## src/rtl/polar_common_pkg.sv

```systemverilog
// rtl/polar_common_pkg.sv - shared CRC, info-bit mapping and polar transform helpers
package polar_common_pkg;

    localparam int MAX_N   = 1024;
    localparam int CRC_MAX = 24;

    // MSB-first serial LFSR over data[data_w-1:0]; returns 0 when crc_w is 0
    function automatic logic [CRC_MAX-1:0] crc_calc(
        input logic [MAX_N-1:0]   data,
        input int                 data_w,
        input int                 crc_w,
        input logic [CRC_MAX-1:0] poly,
        input logic [CRC_MAX-1:0] init
    );
        logic [CRC_MAX-1:0] mask;
        logic [CRC_MAX-1:0] crc;
        logic               fb;
        mask = (CRC_MAX'(1) << crc_w) - CRC_MAX'(1);
        crc  = init & mask;
        for (int i = MAX_N - 1; i >= 0; i--) begin
            if (i < data_w && crc_w > 0) begin
                fb  = crc[crc_w-1] ^ data[i];
                crc = (crc << 1) & mask;
                if (fb) begin
                    crc = crc ^ (poly & mask);
                end
            end
        end
        return crc;
    endfunction

    function automatic logic [MAX_N-1:0] build_u_mask(
        input logic [MAX_N-1:0] msg,
        input logic [MAX_N-1:0] info_mask,
        input int               n
    );
        logic [MAX_N-1:0] u;
        int               k;
        u = '0;
        k = 0;
        for (int i = 0; i < MAX_N; i++) begin
            if (i < n && info_mask[i]) begin
                u[i] = msg[k];
                k++;
            end
        end
        return u;
    endfunction

    function automatic int bitrev(input int idx, input int log2n);
        int r;
        r = 0;
        for (int b = 0; b < log2n; b++) begin
            r = r | (((idx >> b) & 1) << (log2n - 1 - b));
        end
        return r;
    endfunction

    function automatic int popcount(input logic [MAX_N-1:0] v, input int n);
        int cnt;
        cnt = 0;
        for (int i = 0; i < MAX_N; i++) begin
            if (i < n && v[i]) begin
                cnt++;
            end
        end
        return cnt;
    endfunction

    function automatic logic [MAX_N-1:0] polar_transform(input logic [MAX_N-1:0] u, input int log2n);
        logic [MAX_N-1:0] v;
        v = u;
        for (int s = 0; s < log2n; s++) begin
            for (int i = 0; i < (1 << log2n); i++) begin
                if (((i >> s) & 1) == 0) begin
                    v[i] = v[i] ^ v[i + (1 << s)];
                end
            end
        end
        return v;
    endfunction

endpackage

```

## src/rtl/polar_bfly_stage.sv

```systemverilog
// rtl/polar_bfly_stage.sv - one combinational polar butterfly stage (distance 2^STAGE)
module polar_bfly_stage
    import polar_common_pkg::*;
#(
    parameter int LOG2N = 6,
    parameter int STAGE = 0
) (
    input  logic [(1<<LOG2N)-1:0] din,
    output logic [(1<<LOG2N)-1:0] dout
);

    localparam int N = 1 << LOG2N;
    localparam int D = 1 << STAGE;

    for (genvar i = 0; i < N; i++) begin : g_bit
        if (((i >> STAGE) & 1) == 0) begin : g_upper
            assign dout[i] = din[i] ^ din[i+D];
        end else begin : g_lower
            assign dout[i] = din[i];
        end
    end

endmodule

```

## src/rtl/polar_crc_encoder_pipe.sv

```systemverilog
// rtl/polar_crc_encoder_pipe.sv - pipelined CRC-aided polar encoder; POLAR_ENC_BITREV_EN selects bit-reversed output order
module polar_crc_encoder_pipe
    import polar_common_pkg::*;
#(
    parameter int                 LOG2N     = 6,
    parameter int                 DATA_W    = 24,
    parameter int                 CRC_W     = 16,
    parameter logic [CRC_MAX-1:0] CRC_POLY  = CRC_MAX'(16'h1021),
    parameter logic [CRC_MAX-1:0] CRC_INIT  = CRC_MAX'(16'hFFFF),
    parameter logic [MAX_N-1:0]   INFO_MASK = MAX_N'(64'hFFFF_FFFF_FF00_0000),
    parameter int                 BFLY_REGS = 1
) (
    input  logic                  clk,
    input  logic                  rst_n,
    input  logic                  in_valid,
    output logic                  in_ready,
    input  logic [DATA_W-1:0]     in_data,
    output logic                  out_valid,
    input  logic                  out_ready,
    output logic [(1<<LOG2N)-1:0] out_codeword
);

    localparam int N   = 1 << LOG2N;
    localparam int SPG = (LOG2N + BFLY_REGS - 1) / BFLY_REGS;

    if (LOG2N < 3 || LOG2N > 10) begin : g_bad_log2n
        $fatal(1, "polar_crc_encoder_pipe: LOG2N must be 3..10");
    end
    if (CRC_W != 0 && CRC_W != 8 && CRC_W != 16 && CRC_W != 24) begin : g_bad_crc_w
        $fatal(1, "polar_crc_encoder_pipe: CRC_W must be 0, 8, 16 or 24");
    end
    if (BFLY_REGS < 1 || BFLY_REGS > LOG2N) begin : g_bad_bfly_regs
        $fatal(1, "polar_crc_encoder_pipe: BFLY_REGS must be 1..LOG2N");
    end
    if (popcount(INFO_MASK, N) != DATA_W + CRC_W) begin : g_bad_mask
        $fatal(1, "polar_crc_encoder_pipe: INFO_MASK popcount must equal DATA_W+CRC_W");
    end

    logic                       en;
    logic [CRC_MAX-1:0]         crc;
    logic [MAX_N-1:0]           msg;
    logic [N-1:0]               u_next;
    logic [N-1:0]               u_q;
    logic                       u_valid_q;
    logic [BFLY_REGS:0][N-1:0]  pipe_data;
    logic [BFLY_REGS:0]         pipe_valid;
    logic [LOG2N-1:0][N-1:0]    bf_out;

    // Global stall: the whole pipe freezes whenever the output register is blocked
    assign en        = !out_valid || out_ready;
    assign in_ready  = en;
    assign out_valid = pipe_valid[BFLY_REGS];

    always_comb begin
        crc    = crc_calc(MAX_N'(in_data), DATA_W, CRC_W, CRC_POLY, CRC_INIT);
        msg    = (MAX_N'(in_data) << CRC_W) | MAX_N'(crc);
        u_next = N'(build_u_mask(msg, INFO_MASK, N));
    end

    always_ff @(posedge clk) begin
        if (!rst_n) begin
            u_q       <= '0;
            u_valid_q <= 1'b0;
        end else if (en) begin
            u_q       <= u_next;
            u_valid_q <= in_valid;
        end
    end

    assign pipe_data[0]  = u_q;
    assign pipe_valid[0] = u_valid_q;

    // Each butterfly either starts a group (fed by that group's input register) or chains
    for (genvar s = 0; s < LOG2N; s++) begin : g_stage
        logic [N-1:0] bf_in;
        if (s % SPG == 0) begin : g_head
            assign bf_in = pipe_data[s / SPG];
        end else begin : g_chain
            assign bf_in = bf_out[s-1];
        end
        polar_bfly_stage #(
            .LOG2N (LOG2N),
            .STAGE (s)
        ) u_bfly (
            .din  (bf_in),
            .dout (bf_out[s])
        );
    end

    for (genvar g = 0; g < BFLY_REGS; g++) begin : g_grp
        localparam int LAST = (((g + 1) * SPG < LOG2N) ? (g + 1) * SPG : LOG2N) - 1;
        logic [N-1:0] grp_next;
        logic [N-1:0] grp_q;
        logic         grp_valid_q;

        if (g * SPG < LOG2N) begin : g_bfly
            assign grp_next = bf_out[LAST];
        end else begin : g_pass
            assign grp_next = pipe_data[g];
        end

        always_ff @(posedge clk) begin
            if (!rst_n) begin
                grp_q       <= '0;
                grp_valid_q <= 1'b0;
            end else if (en) begin
                grp_q       <= grp_next;
                grp_valid_q <= pipe_valid[g];
            end
        end

        assign pipe_data[g+1]  = grp_q;
        assign pipe_valid[g+1] = grp_valid_q;
    end

`ifdef POLAR_ENC_BITREV_EN
    for (genvar i = 0; i < N; i++) begin : g_bitrev
        assign out_codeword[i] = pipe_data[BFLY_REGS][bitrev(i, LOG2N)];
    end
`else
    assign out_codeword = pipe_data[BFLY_REGS];
`endif

endmodule

```

## config.mk

```make
export PLATFORM = sky130hd
export DESIGN_NAME = polar_crc_encoder_pipe
export DESIGN_NICKNAME = d
export VERILOG_FILES = /design/src/rtl/polar_common_pkg.sv /design/src/rtl/polar_bfly_stage.sv /design/src/rtl/polar_crc_encoder_pipe.sv
export SDC_FILE = /design/constraint.sdc
export NUM_CORES = 1
export LEC_CHECK = 0
export CORE_MARGIN = 10
export CORE_UTILIZATION = 50
export CTS_CLUSTER_SIZE = 12
export DETAILED_ROUTE_END_ITERATION = 10
export PLACE_DENSITY_LB_ADDON = 0.3
export SLEW_MARGIN = 30
export SYNTH_ARGS = -nofsm -noshare
export SYNTH_HDL_FRONTEND = slang
export SYNTH_SLANG_ARGS = --single-unit
```

## constraint.sdc

```tcl
create_clock -name clk -period 2.94 [get_ports clk]
set_clock_uncertainty 0.05 [all_clocks]
set_input_delay 0.588 -clock clk [delete_from_list [all_inputs] [get_ports clk]]
set_output_delay 0.588 -clock clk [all_outputs]
set_load 0.02 [all_outputs]
```

==> results of run 1 <==
-- per-layer routing --
layer  GRT usage (%)  routed length, um  up-vias
met2            28.1               6260       97
met5               0                  0        -
met1            21.7               5920     1901
met3            2.90                744       20
li1                -                  -     2114
met4            5.90                236        0
-- flip-flops by register name (all words and copies together), names as in the netlist --
name and count:
out_codeword 64, g_stage.bf_in 40, u_valid_q 1, out_valid 1
-- cell families (layout without fill, tap and decap cells) --
kind of cell	after synthesis	after routing	share of synthesized area (%)
muxes	1	1	0.208
AOI/OAI and AO/OA	101	101	12.1
buffers and inverters	45	138	3.41
xor gates and xnor gates	184	184	33.9
DFF	106	106	39.1
and+or+nand+nor	158	158	11.3
-- worst max-delay path, cell delays in order --
cell             delay, ns
clkdlybuf4s50_1       0.51
nor2b_4               0.06
inv_4                 0.06
clkdlybuf4s50_1       0.60
-- layout by cell type (no fill, tap or decap), types with 9 or more instances in the layout --
cell type        instances
dfxtp_1                106
nor2_1                  75
a211oi_1                59
xnor2_1                132
nand2_1                 73
xor2_1                  33
clkbuf_8                 9
a21oi_1                 39
buf_4                   26
clkdlybuf4s50_1         93
-- where the power goes --
part | internal [mW] | switching [mW]
logic | 2.15 | 2.17
registers | 1.86 | 0.253
clock network | 0.395 | 0.477
-- final timing paths --
path                            cells past startpoint                            end  slack, ns
worst min-delay path                                2  out_codeword[15]$_SDFFE_PN0P_       0.41
worst max-delay path                                4                       in_ready       0.48
worst min register to register                      2  out_codeword[15]$_SDFFE_PN0P_       0.41
worst max register to register                      6   out_codeword[2]$_SDFFE_PN0P_       0.58
-- area by class of cell --
class                      instances  area share [%]
tap                              136            2.52
timing repair buffer             120            17.0
clock buffer                      12            2.00
sequential                       106            31.4
multi-input combinational        444            46.2
inverter                           2           0.148
clock inverter                     4           0.777
==> results.json, run 1 <==
{
  "cts.repair.resized": 0,
  "fin_crit_ns": 2.46,
  "maxCapViolations": 0,
  "port_buffers": 93,
  "drt_first_iter_violations": 399,
  "worst_slew_pin_slew_ns": 0.711,
  "diodes": 0,
  "clock_latency_ns": 0.37,
  "synthTopCellsByCount": "xnor2_1 (132), dfxtp_1 (106), nor2_1 (75)",
  "fp.coreArea_mm2": 0.0105,
  "grt_pass1_wl_um": 20900,
  "path_class": "primary input to primary output",
  "fin_tns_setup_ns": 0,
  "clkTransAtPathRegs_ns": 0.10,
  "htreeDepth": 3,
  "dp.cells": 808,
  "synth_enable_flop_cells": 0,
  "netlist.area_leader.share_pct": 39.1,
  "seq_area_mm2": 0.00212,
  "ys.warnings.count": 0,
  "drc_errors": 0,
  "die_area_mm2": 0.0154,
  "die_h_um": 124,
  "antenna_found_initial": 0,
  "slew_headroom_pct": 52.2,
  "tritoncts": "yes",
  "first_pass_iters": 4,
  "synth_async_sr_flop_share_pct": 0,
  "path_max_fanout": 2,
  "worstHoldStart": "out_codeword[15]$_SDFFE_PN0P_",
  "irDropWorstVdd_uv": 524,
  "post-route-util_pct": 64.6,
  "setup_violations": 0,
  "initial_utilization_pct": 51.8,
  "multi_input_area_mm2": 0.00312,
  "numCtsBuffers": 9,
  "rows": 37,
  "arrival_ns": 1.82,
  "crit_start": "out_ready",
  "clkSinkCount": 106,
  "post_cts.repair.setup_buffers": 0,
  "cp-start-kind": "primary input",
  "r2r-start": "g_stage[0].bf_in[62]$_SDFFE_PN0P_",
  "hp-class": "flop to flop",
  "cts-root-buf": "clkbuf_8",
  "final_area_mm2": 0.00676,
  "avgSynthCellArea_um2": 9.11,
  "dieWidth_um": 124,
  "final_cells": 824,
  "p_per_area_mw_per_mm2": 1080,
  "yosys.area.top_type": "dfxtp_1",
  "synth_area_leaders": "dfxtp_1 (39%), xnor2_1 (21%), a211oi_1 (8.2%)",
  "pin_count": 94,
  "hpwl_um": 10400,
  "hold_violations": 0,
  "whs_ns": 0.410,
  "yosysSeqAreaShare_pct": 39.1,
  "status": "complete, no violations",
  "layout_setup_ws_ns": 0.480,
  "wl_per_cell_um": 16.0,
  "postCtsHoldBufs": 0,
  "placed_cell_area_mm2": 0.00657,
  "dr_total_vias": 4132,
  "fmax_ghz": 0.406,
  "drive_above_1_share_pct": 8.28,
  "drt_wl_total_um": 13200,
  "syn-num-nets": 623,
  "yosysUniqueCellTypes": 25,
  "grt_pass1_vias": 4141,
  "p_total_mw": 7.31,
  "ant_nets": 0,
  "p_leak_nw": 2.61,
  "via_per_inst": 5.01,
  "cp-end-kind": "primary output",
  "fillCellCount": 908,
  "drv_slew": 0,
  "synth_most_common_cell": "xnor2_1",
  "syn-instance-count": 595,
  "pre_cts_ws_ns": 0.129,
  "grt_max_degree": 167,
  "required_ns": 2.30,
  "ys_ff_latch": 106,
  "grt_use_total_pct": 16.9,
  "nets": 711,
  "gp_congestion": 0.908,
  "cts_buffer_depth": 2,
  "ys.flop_type": "dfxtp_1",
  "fin_crit_sh_pct": 83.7,
  "rsz0062_at_grt": "no",
  "overflow": 0,
  "area_growth_pct": 24.6,
  "syn_area_mm2": 0.00542
}
Power figures use the tool's default switching activity.
==> run 2, diff against run 1 <==
- CORE_UTILIZATION: 50 -> 48
- clock period: 2.94 -> 2.15 ns (I/O delays scaled with it)
==> results.json, run 2 (same netlist as run 1, synthesis figures left out) <==
{
  "status": "complete, no violations",
  "fin_tns_setup_ns": 0,
  "drive_above_1_share_pct": 17.3,
  "grt_pass1_vias": 4418,
  "arrival_ns": 1.65,
  "drt_first_iter_violations": 326,
  "final_cells": 887,
  "via_per_inst": 4.97,
  "clkSinkCount": 106,
  "clock_latency_ns": 0.34,
  "dp.cells": 865,
  "die_area_mm2": 0.0159,
  "postCtsHoldBufs": 0,
  "p_int_mw": 7.06,
  "pwr-share-seq_pct": 25.7,
  "required_ns": 1.67,
  "path_max_fanout": 2,
  "nets": 770,
  "p_comb_share_pct": 59.3,
  "multi_input_area_mm2": 0.00319,
  "crit_path_frequent_cell": "clkdlybuf4s50_1",
  "slew_headroom_pct": 68.5,
  "antenna_found_initial": 0,
  "initial_utilization_pct": 49.6,
  "diodes": 0,
  "fin_crit_ns": 2.13,
  "area_growth_pct": 37.1,
  "cts_buffer_depth": 2,
  "hold_violations": 0,
  "power.switching_mw": 4.25,
  "drt_wl_total_um": 14200,
  "maxCapViolations": 0,
  "clkPwrFrac_pct": 15.0,
  "overflow": 0,
  "swShare_pct": 37.6,
  "final_common_cell": "xnor2_1",
  "cts-root-buf": "clkbuf_16",
  "htreeDepth": 3,
  "port_buffers": 93,
  "numCtsBuffers": 9,
  "die_h_um": 126,
  "fp.coreArea_mm2": 0.0109,
  "tritoncts": "yes",
  "crit_chain": "clkdlybuf4s50_1 -> nor2b_4 -> inv_4 -> clkdlybuf4s50_1",
  "fmax_ghz": 0.470,
  "crit_family": "buffers and inverters",
  "whs_ns": 0.404,
  "dieWidth_um": 126,
  "worst_slew_pin_slew_ns": 0.470,
  "largest_reg_flops": 64,
  "ant_nets": 0,
  "grt_max_degree": 103,
  "fillCellCount": 875,
  "critPathBufInv": 3,
  "pin_count": 94,
  "setup_violations": 0,
  "irDropWorstVdd_uv": 877,
  "grt_use_total_pct": 17.2,
  "mostFrequentLayoutCells": "xnor2_1 (127), dfxtp_1 (106), clkdlybuf4s50_1 (86)",
  "hp-class": "flop to flop",
  "p_leak_nw": 3.06,
  "cp-end-kind": "primary output",
  "seq_area_mm2": 0.00212,
  "drc_errors": 0,
  "grt_pass1_wl_um": 22900,
  "first_pass_iters": 4,
  "clkTransAtPathRegs_ns": 0.07,
  "cp-start-kind": "primary input",
  "wl_per_cell_um": 16.1,
  "path_class": "primary input to primary output",
  "hpwl_um": 11000,
  "slowest_delay_ns": 0.59,
  "fin_crit_sh_pct": 98.9,
  "rsz0062_at_grt": "yes",
  "gp_congestion": 0.868,
  "dr_total_vias": 4411,
  "r2r_slack_ns": 0.04,
  "crit_slowest_cell": "clkdlybuf4s50_1",
  "drv_slew": 0,
  "p_per_area_mw_per_mm2": 1520,
  "rows": 38
}
[run 2: cell types whose count changed in the layout (fill, tap and decap cells not counted), sizes merged]
cell	delta
dlymetal6s2s	+5
clkinvlp	-3
inv	+4
clkdlybuf4s50	-7
buf	+59
dlygate4sd2	+2
clkbuf	-2
clkinv	+1
[run 2: worst register-to-register path, cell delays in order, from the launching register on]
cell and delay, ns:
dfxtp_1 0.41, xnor2_2 0.40, xor2_1 0.29, xnor2_1 0.23
xnor2_1 0.16, xor2_1 0.21, a211oi_1 0.27
[run 2: cell type report]
| type | instances | area share (%) |
|---|---|---|
| Inverter | 2 | 0.135 |
| Timing Repair Buffer | 179 | 21.8 |
| Tap cell | 140 | 2.36 |
| Clock inverter | 6 | 0.943 |
| Multi-Input combinational cell | 444 | 43.0 |
| Sequential cell | 106 | 28.5 |
| Clock buffer | 10 | 3.21 |
[run 2: layer usage]
metal	vias to the layer above	track usage [%]	wire length (um)
li1	2235	-	-
met1	2020	20.9	6000
met4	0	5.83	346
met5	-	0	0
met3	25	4.16	918
met2	131	29.1	6980
[run 2: per-stage QoR]
step | total power, mW | setup WS [ns] | util, % | cell area [um2]
3_5_place_dp | 9.53 | -0.530 | 64.1 | 7010
5_1_grt | 12.0 | -0.0554 | 68.0 | 7430
4_1_cts | 11.3 | 0.00278 | 67.0 | 7330
6_report | 11.3 | 0.0230 | 68.0 | 7430
2_1_floorplan | 7.08 | 0.0170 | - | 5430
3_3_place_gp | 9.38 | -0.428 | 64.1 | 7010
[run 2: power groups by stage]
stage	registers (mW)	logic, mW	clock network, mW
6_report	2.91	6.71	1.70
3_3_place_gp	2.93	6.45	0
3_5_place_dp	2.95	6.58	0
2_1_floorplan	3.36	3.71	0
5_1_grt	2.97	7.19	1.80
4_1_cts	2.91	6.63	1.72
[run 2: final timing paths]
| check | startpoint | endpoint | cells after the start |
|---|---|---|---|
| max | out_ready | in_ready | 4 |
| min | out_codeword[15]$_SDFFE_PN0P_ | out_codeword[15]$_SDFFE_PN0P_ | 2 |
| max reg2reg | g_stage[0].bf_in[63]$_SDFFE_PN0P_ | out_codeword[1]$_SDFFE_PN0P_ | 6 |
| min reg2reg | out_codeword[15]$_SDFFE_PN0P_ | out_codeword[15]$_SDFFE_PN0P_ | 2 |
[run 2: what timing repair did]
action	CTS	global route
pin swaps	3	9
resized for setup	5	12
endpoints found under the setup margin	3	12
setup buffers	1	5
==> run 3, diff against run 2 <==
- GPL_TIMING_DRIVEN: not set -> 0
- HOLD_SLACK_MARGIN: not set -> 0.1
==> results.json, run 3 (same netlist as run 1, synthesis figures left out) <==
{
  "clkSinkCount": 106,
  "drive_above_1_share_pct": 14.1,
  "crit_start": "g_stage[0].bf_in[47]$_SDFFE_PN0P_",
  "area_growth_pct": 34.8,
  "drc_errors": 0,
  "fin_crit_sh_pct": 98.2,
  "gp_congestion": 0.896,
  "grt_max_degree": 18,
  "dieWidth_um": 126,
  "clkPwrFrac_pct": 14.2,
  "path_class": "flop to flop",
  "worstHoldStart": "in_data[22]",
  "hold_violations": 0,
  "port_buffers": 89,
  "drt_first_iter_violations": 303,
  "grt_use_total_pct": 18.2,
  "setup_violations": 0,
  "slew_headroom_pct": 48.9,
  "largest_reg_flops": 64,
  "rows": 38,
  "p_int_mw": 6.55,
  "fillCellCount": 852,
  "tritoncts": "yes",
  "grt_pass1_vias": 4496,
  "pin_count": 94,
  "maxCapViolations": 0,
  "required_ns": 2.31,
  "initial_utilization_pct": 49.6,
  "fmax_ghz": 0.474,
  "cp-end-kind": "flop",
  "irDropWorstVdd_uv": 851,
  "p_comb_share_pct": 59.2,
  "dr_total_vias": 4418,
  "final_area_mm2": 0.00731,
  "first_pass_iters": 4,
  "die_h_um": 126,
  "wl_per_cell_um": 17.8,
  "fin_crit_ns": 2.11,
  "hp-class": "primary input to flop",
  "overflow": 0,
  "path_max_fanout": 6,
  "status": "complete, no violations",
  "fp.coreArea_mm2": 0.0109,
  "p_leak_nw": 2.87,
  "die_area_mm2": 0.0159,
  "cp-start-kind": "flop",
  "drt_wl_total_um": 15300,
  "cts_buffer_depth": 2,
  "mostFrequentLayoutCells": "xnor2_1 (109), dfxtp_1 (102), clkdlybuf4s50_1 (81)",
  "power.switching_mw": 4.38,
  "numCtsBuffers": 9,
  "arrival_ns": 2.27,
  "clkTransAtPathRegs_ns": 0.07,
  "worst_slew_pin_slew_ns": 0.761,
  "r2r-start": "g_stage[0].bf_in[47]$_SDFFE_PN0P_",
  "p_total_mw": 10.9,
  "drv_slew": 0,
  "hpwl_um": 11700,
  "antenna_found_initial": 0,
  "swShare_pct": 40.1,
  "dp.cells": 824,
  "placed_cell_area_mm2": 0.00650,
  "post-route-util_pct": 66.9,
  "whs_ns": 0.373,
  "pwr-share-seq_pct": 26.7,
  "cts-root-buf": "clkbuf_16",
  "postCtsHoldBufs": 0,
  "grt_pass1_wl_um": 23700,
  "final_cells": 862,
  "ant_nets": 0,
  "diodes": 0,
  "via_per_inst": 5.13,
  "nets": 745,
  "final_common_cell": "xnor2_1",
  "clock_latency_ns": 0.35,
  "p_per_area_mw_per_mm2": 1490,
  "htreeDepth": 3
}
## run 3: changes by cell type in the layout (fill, tap and decap cells not counted), sizes merged
cell,previous run,this run
buf,86,31
clkbuf,10,46
clkdlybuf4s50,86,81
dlygate4sd2,2,5
dlymetal6s2s,5,2
inv,6,3
clkinvlp,0,2
bufinv,1,0
clkinv,1,2
## run 3: per-layer routing
layer	up-vias	wire length [um]	GRT usage [%]	share of wire (%)
met1	2071	6180	20.9	40
met5	-	0	0	0
met4	0	395	4.82	2.6
li1	2183	-	-	-
met2	137	7710	32.2	50
met3	27	1030	5.29	6.7
## run 3: what timing repair did
action	CTS	global route
setup endpoints to repair	31	19
cloned	0	0
gates resized for setup	46	24
buffers inserted	12	10
pin swaps	10	11
## run 3: worst paths after layout
check / end / slack, ns / cells past startpoint
min reg2reg: out_codeword[63]$_SDFFE_PN0P_ / 0.41 / 2
max reg2reg: out_codeword[1]$_SDFFE_PN0P_ / 0.04 / 7
max: out_codeword[1]$_SDFFE_PN0P_ / 0.04 / 7
min: g_stage[0].bf_in[62]$_SDFFE_PN0P_ / 0.37 / 3
## run 3: layout make-up
type                            instances  area (um2)  share of cell area, %
Clock inverter                          5        40.0                  0.548
Clock buffer                           11         233                   3.18
Timing Repair Buffer                  111        1050                   14.4
Sequential cell                       106        2130                   29.1
Buffer                                 43         205                   2.81
Tap cell                              140         175                   2.40
Multi-Input combinational cell        444        3470                   47.5
Inverter                                2        7.51                  0.103
## run 3: power groups by stage
stage	Sequential, mW	Combinational [mW]	Clock [mW]
finish	2.91	6.47	1.55
global route	2.97	6.88	1.64
CTS	2.90	6.25	1.55
detailed placement	2.93	5.93	0
global placement	2.91	5.88	0
floorplan	3.36	3.71	0
## run 3: per-stage QoR
| stage | setup slack (ns) | setup TNS, ns |
|---|---|---|
| floorplan | 0.0170 | 0 |
| global placement | -1.07 | -27.47 |
| detailed placement | -1.11 | -32.39 |
| CTS | -0.00772 | -0.0136 |
| global route | -0.0639 | -0.161 |
| finish | 0.0392 | 0 |
## run 3: worst max-delay path, stage by stage (launching register included)
cell      delay, ns
dfxtp_1        0.30
clkbuf_4       0.20
xnor2_1        0.37
xnor2_1        0.20
xnor2_1        0.25
xnor2_1        0.20
xor2_1         0.28
a211oi_1       0.12
